File: config.mk
export PLATFORM = sky130hd
export DESIGN_NAME = pixel_window_buf
export DESIGN_NICKNAME = d
export VERILOG_FILES = /design/src/rtl/pixel_window_buf_pkg.sv /design/src/rtl/pixel_window_buf_line_ring.sv /design/src/rtl/pixel_window_buf.sv
export SDC_FILE = /design/constraint.sdc
export NUM_CORES = 2
export LEC_CHECK = 0
export ABC_CLOCK_PERIOD_IN_PS = 10600
export BUFFER_PORTS_ARGS = -buffer_cell sky130_fd_sc_hd__buf_2
export CELL_PAD_IN_SITES_DETAIL_PLACEMENT = 1
export CELL_PAD_IN_SITES_GLOBAL_PLACEMENT = 1
export CORE_UTILIZATION = 41
export DETAILED_ROUTE_END_ITERATION = 10
export PLACE_DENSITY = 0.6
export SLEW_MARGIN = 25
export SYNTH_ARGS = -nofsm -noshare
export SYNTH_HDL_FRONTEND = slang
export SYNTH_SLANG_ARGS = --single-unit
File: constraint.sdc
create_clock -name clk -period 10.6 [get_ports clk]
set_clock_uncertainty 0.2 [all_clocks]
set_input_delay 1.06 -clock clk [delete_from_list [all_inputs] [get_ports clk]]
set_output_delay 1.06 -clock clk [all_outputs]
set_load 0.02 [all_outputs]
File: src/rtl/pixel_window_buf_pkg.sv
// Shared sizing constants, FSM state encoding and window indexing for the
// sliding-window line buffer.
package pixel_window_buf_pkg;

   localparam int MAXIMG = 32;
   localparam int MAXFIL = 5;

   typedef enum logic [1:0] {
      S_IDLE,
      S_ACTIVE,
      S_ERR
   } state_t;

   // Flat element index of window position (i,j).
   function automatic int win_idx(input int i, input int j);
      return i * MAXFIL + j;
   endfunction

endpackage

File: src/rtl/pixel_window_buf_line_ring.sv
// One circular image line: combinational read of the old word at addr,
// with the new word written at the same addr on the clock edge.
module pixel_window_buf_line_ring
   import pixel_window_buf_pkg::*;
#(
   parameter int DWIDTH = 16,
   parameter int AWIDTH = $clog2(MAXIMG)
) (
   input  logic                     clk,
   input  logic                     we,
   input  logic [AWIDTH-1:0]        addr,
   input  logic signed [DWIDTH-1:0] wdata,
   output logic signed [DWIDTH-1:0] rdata
);

   logic signed [DWIDTH-1:0] mem [MAXIMG];

   // NOTE: storage arrays get no reset; every word is written before any output depends on it.
   always_ff @(posedge clk) begin
      if (we) mem[addr] <= wdata;
   end

   assign rdata = mem[addr];

endmodule

File: src/rtl/pixel_window_buf.sv
// Sliding-window line buffer: turns a raster pixel stream into one
// fil_size x fil_size window per valid output position.
module pixel_window_buf
   import pixel_window_buf_pkg::*;
#(
   parameter int DWIDTH = 16,
   parameter int LWIDTH = 10
) (
   input  logic                              clk,
   input  logic                              xrst,
   input  logic                              frame_start,
   input  logic [LWIDTH-1:0]                 img_size,
   input  logic [LWIDTH-1:0]                 fil_size,
   input  logic                              pix_en,
   input  logic signed [DWIDTH-1:0]          pixel,
   output logic                              win_valid,
   output logic [MAXFIL*MAXFIL*DWIDTH-1:0]   window,
   output logic [LWIDTH-1:0]                 win_x,
   output logic [LWIDTH-1:0]                 win_y,
   output logic                              frame_done,
   output logic                              cfg_err
);

   localparam int AW = $clog2(MAXIMG);
   localparam int NL = MAXFIL - 1;

   state_t                   state, state_nxt;
   logic [LWIDTH-1:0]        img_q, fil_q, col, row;
   logic signed [DWIDTH-1:0] win_r   [MAXFIL][MAXFIL];
   logic signed [DWIDTH-1:0] line_rd [NL];
   logic signed [DWIDTH-1:0] col_new [MAXFIL];
   logic                     cfg_ok, accept, col_last, last_pix, at_win;

   assign cfg_ok   = (fil_size != '0) && (fil_size <= img_size) &&
                     (img_size <= LWIDTH'(MAXIMG)) && (fil_size <= LWIDTH'(MAXFIL));
   assign accept   = (state == S_ACTIVE) && pix_en && !frame_start;
   assign col_last = (col == img_q - LWIDTH'(1));
   assign last_pix = col_last && (row == img_q - LWIDTH'(1));
   assign at_win   = (col >= fil_q - LWIDTH'(1)) && (row >= fil_q - LWIDTH'(1));

   // Line k holds row-1-k; each accept pushes the column down the chain.
   for (genvar k = 0; k < NL; k++) begin : g_line
      logic signed [DWIDTH-1:0] wd;
      if (k == 0) begin : g_head
         assign wd = pixel;
      end else begin : g_tail
         assign wd = line_rd[k-1];
      end
      pixel_window_buf_line_ring #(.DWIDTH(DWIDTH), .AWIDTH(AW)) u_line (
         .clk   (clk),
         .we    (accept),
         .addr  (col[AW-1:0]),
         .wdata (wd),
         .rdata (line_rd[k])
      );
   end

   // NOTE: every combinational output is defaulted first so no path can infer a latch.
   always_comb begin
      for (int i = 0; i < MAXFIL; i++) col_new[i] = '0;
      for (int i = 0; i < MAXFIL; i++) begin
         if (LWIDTH'(i) == fil_q - LWIDTH'(1)) col_new[i] = pixel;
         for (int k = 0; k < NL; k++) begin
            if (LWIDTH'(i + k + 2) == fil_q) col_new[i] = line_rd[k];
         end
      end
   end

   // A legal frame_start always restarts a frame, including out of S_ERR.
   always_comb begin
      state_nxt = state;
      if (frame_start)             state_nxt = cfg_ok ? S_ACTIVE : S_ERR;
      else if (accept && last_pix) state_nxt = S_IDLE;
   end

   // NOTE: sequential state uses non-blocking assignments only.
   always_ff @(posedge clk) begin
      if (xrst) state <= S_IDLE;
      else      state <= state_nxt;
   end

   always_ff @(posedge clk) begin
      if (xrst) begin
         img_q      <= '0;
         fil_q      <= '0;
         col        <= '0;
         row        <= '0;
         win_valid  <= 1'b0;
         win_x      <= '0;
         win_y      <= '0;
         frame_done <= 1'b0;
         cfg_err    <= 1'b0;
         for (int i = 0; i < MAXFIL; i++)
            for (int j = 0; j < MAXFIL; j++) win_r[i][j] <= '0;
      end else begin
         win_valid  <= 1'b0;
         frame_done <= 1'b0;
         if (frame_start) begin
            img_q   <= img_size;
            fil_q   <= fil_size;
            col     <= '0;
            row     <= '0;
            cfg_err <= !cfg_ok;
         end else if (accept) begin
            col <= col_last ? '0 : col + LWIDTH'(1);
            if (col_last) row <= row + LWIDTH'(1);
            for (int i = 0; i < MAXFIL; i++) begin
               for (int j = 0; j < MAXFIL - 1; j++)
                  if (LWIDTH'(j) < fil_q - LWIDTH'(1)) win_r[i][j] <= win_r[i][j+1];
               for (int j = 0; j < MAXFIL; j++)
                  if (LWIDTH'(j) == fil_q - LWIDTH'(1)) win_r[i][j] <= col_new[i];
            end
            win_valid  <= at_win;
            frame_done <= last_pix;
            if (at_win) begin
               win_x <= col - fil_q + LWIDTH'(1);
               win_y <= row - fil_q + LWIDTH'(1);
            end
         end
      end
   end

   // Positions outside the programmed filter read as zero.
   always_comb begin
      window = '0;
      for (int i = 0; i < MAXFIL; i++)
         for (int j = 0; j < MAXFIL; j++)
            if (LWIDTH'(i) < fil_q && LWIDTH'(j) < fil_q)
               window[win_idx(i, j)*DWIDTH +: DWIDTH] = win_r[i][j];
   end

endmodule

==> impl_results.md <==
* Status: finished, final reports clean
* Syn nets at 6,503
* Post-CTS Setup Inserts at 0
* Most frequent cells in the layout: 2,448 x edfxtp_1, 461 x buf_2, 432 x mux4_2, 357 x nand2_1, 296 x clkbuf_16
* GRT overflow at 0
* Clk pwr share at approximately 44%
* Switching power at roughly 4.8 mW
* Max-slew violations at 0
* Mapped Cells at 6,388
* CTS Hold Bufs at 0
* TritonCTS Buffers at about 290
* Post-DRT Antenna Nets at 0
* Pwr dens at between 150 and 200 nW/um2
* CTS root buf: clkbuf_16
* Sequential Power Share at about half
* Final hold vios at 0
* Kind of cell adding the most delay to the critical path: compound AO/OA/AOI/OAI gates
* Clock Latency Late Sink at roughly 0.96 ns
* Commonest non-fill, non-tap cell in the layout: edfxtp_1
* TNS Setup at 0 ns
* Mapped Area at 106,000 um2
* EDFF count, synth at between 2,000 and 2,500
* Worst R2R Path Depth at 9
* Syn-to-layout area delta at 14.5%
* Crit path DAT at about 6.6 ns
* Nets@finish at ~7,000
* Die Span Y at approximately 510 um
* Syn Area/Cell at approximately 17 um2
* Max_slew headroom at 20.5%
* Max incr delay on CP at around 0.81 ns
* Count of cell types in the netlist at 109
* First-pass GRT wire length at between 500,000 and 600,000 um
* Crit end category: flop
* Post-synth top flop: edfxtp_1
* CP Launch Type: flop
* CP Class: flop to flop
* Leakage at roughly 40 nW
* Critical Path RT at between 10 and 15 ns
* Critical path buffer and inverter count at 2
* Clock-pin transition on the worst setup and hold timing paths at 0.06 ns
* Layout cell share with drive strength beyond 1 at between 20% and 30%
* Post-DP HPWL at 239,000 um
* GRT Total Usage at between 20% and 30%
* Max VDD drop at 0.123 mV
* Core ar. at around 260,000 um2
* TritonCTS clock tree: built
* Slew @ Worst Pin at ~1.2 ns
* Minimum clock period at approximately 6.3 ns
* # port buffers at around 460
* Slowest CP cell: o21ai_4
* Wire length per cell at roughly 37 um
* Comb pwr share at 4.5%
* HP Start: img_size[3]
* Hold EP: img_q[3]
* Synth Warn # at 0
* Initial antenna violation count at 27
* Max Clk Rate at between 150 and 200 MHz
* Max H-tree Level at 5
* Sequential share of the synthesized area at just over 70%
* Via count at ~66,000
* R2R Path End: win_r[0][54]
* Hold Crit Class: input pin to flop
* Critical path, cell by cell: inv_1 -> ha_1 -> nor3b_2 -> o21ai_0 -> a211o_2 -> nand4_1 -> nor2_1 -> o21ai_4 -> buf_4
* IO Pins at 463
* Number of remaining DRC errors at 0
* Sw frac at between 20% and 30%
* Fillers at 24,600
* Worst-path maximum fanout at 41
* First drt pass iteration count at 5
* Hold path depth at 3
* Vias per cell at roughly 6.3
* RR Startpoint: fil_q[0]
* Async set-reset flop share out of synthesis at 0%
* Final period utilization at 59.1%
* Seq cells post-synth at between 2,000 and 3,000
* Final WL at around 390,000 um
* Die X at just over 500 um
* Initial Utilization at between 40% and 50%
* P_int at around 17 mW
* Max cap viols at 0
* Starting DRT DRC Count at between 8,000 and 9,000
* Overall power at about 21 mW
* Vias in the first global route at about 66,000
* RSZ-0062 raised after global routing: false
* Clk buf depth at 4
* Die area at roughly 260,000 um2
* Routability cong. at 0.942
* Largest net degree at the start of global routing at 100
* Post-CTS Resized at 0
* Final setup vio count at 0
* Register-to-register setup slack at 4.33 ns
* Core Rows at 186
* Clk sink count at around 2,500
## logic make-up after synthesis
family	after synthesis	share of synthesized area, %
adders and majority gates	76	0.905
muxes	766	12.4
xor gates and xnor gates	56	0.499
AOI/OAI and AO/OA	1062	6.67
DFF	2518	70.4
and+or+nand+nor	1395	6.74
buffers and inverters	515	2.45
## synthesized netlist by cell type (112+ instances only)
cell | instances | area, um2
buf_2 | 112 | 561
mux2i_1 | 290 | 2900
nand2_1 | 362 | 1360
nor2_1 | 261 | 980
mux4_2 | 432 | 9730
nor2b_1 | 163 | 1020
and2_1 | 129 | 807
clkbuf_1 | 213 | 800
edfxtp_1 | 2448 | 73500
and3_1 | 176 | 1100
o21ai_0 | 272 | 1360
a21oi_1 | 168 | 841
## worst max path at each step
| stage | start | to | slack, ns | cells past startpoint |
|---|---|---|---|---|
| floorplan | fil_q[0] | win_r[0][0] | 1.87 | 9 |
| global placement | fil_q[0] | win_r[0][49] | 4.52 | 9 |
| detailed placement | fil_q[0] | win_r[0][49] | 4.35 | 9 |
| CTS | fil_q[0] | window[83] | 4.33 | 8 |
| global route | fil_q[0] | win_r[0][299] | 4.04 | 9 |
| finish | fil_q[0] | win_r[0][54] | 4.33 | 9 |
## metal layers
metal  track usage, %  wire length (um)
met3             5.11             30500
met1             39.7            158000
met4             11.7             16500
met2             47.1            185000
met5                0                60
## registers in the layout, indices dropped and copies added (netlist names), named ones only
register           flops
col                   10
win_x                 10
row                   10
g_line.u_line.mem   2048
frame_done             1
fil_q                 10
cfg_err                1
img_q                 10
win_y                 10
win_r                400
state                  2
win_valid              1
## worst register-to-register path, cell delays in order, from the launching register on
cell     delay (ns)
dfxtp_1        0.54
inv_1          0.50
ha_1           0.70
nor3b_2        0.55
o21ai_0        0.20
a211o_2        0.69
nand4_1        0.76
nor2_1         0.19
o21ai_4        0.81
buf_4          0.73
## power groups by stage
stage / combinational, mW / clock [mW] / sequential, mW
after detailed placement: 0.961 / 0 / 11.2
after CTS: 0.963 / 9.61 / 11.0
after global routing: 1.02 / 9.95 / 11.0
final: 0.971 / 9.49 / 11.0
after floorplan: 0.539 / 0 / 11.1
after global placement: 0.946 / 0 / 11.2
## layout make-up
| class | instances | area (um2) | area share (%) |
|---|---|---|---|
| Antenna cell | 17 | 42.5 | 0.0349 |
| Clock buffer | 365 | 7680 | 6.29 |
| Clock inverter | 129 | 1060 | 0.870 |
| Inverter | 92 | 345 | 0.283 |
| Multi-Input combinational cell | 3355 | 29500 | 24.2 |
| Sequential cell | 2518 | 74900 | 61.4 |
| Tap cell | 3384 | 4230 | 3.47 |
| Timing Repair Buffer | 676 | 4160 | 3.41 |
## stage by stage
stage	std cells	hold slack (ns)	utilization (%)	cell area [um2]	worst slack (ns)
6_report	10500	0.219	47.4	122000	4.33
3_5_place_dp	10000	0.260	43.9	113000	4.35
5_1_grt	10500	0.208	47.4	122000	4.04
3_3_place_gp	10000	0.253	43.9	113000	4.52
4_1_cts	10500	0.154	47.3	122000	4.33
2_1_floorplan	6388	0.226	-	106000	1.87
No activity file was read; power rests on OpenSTA's default activity.
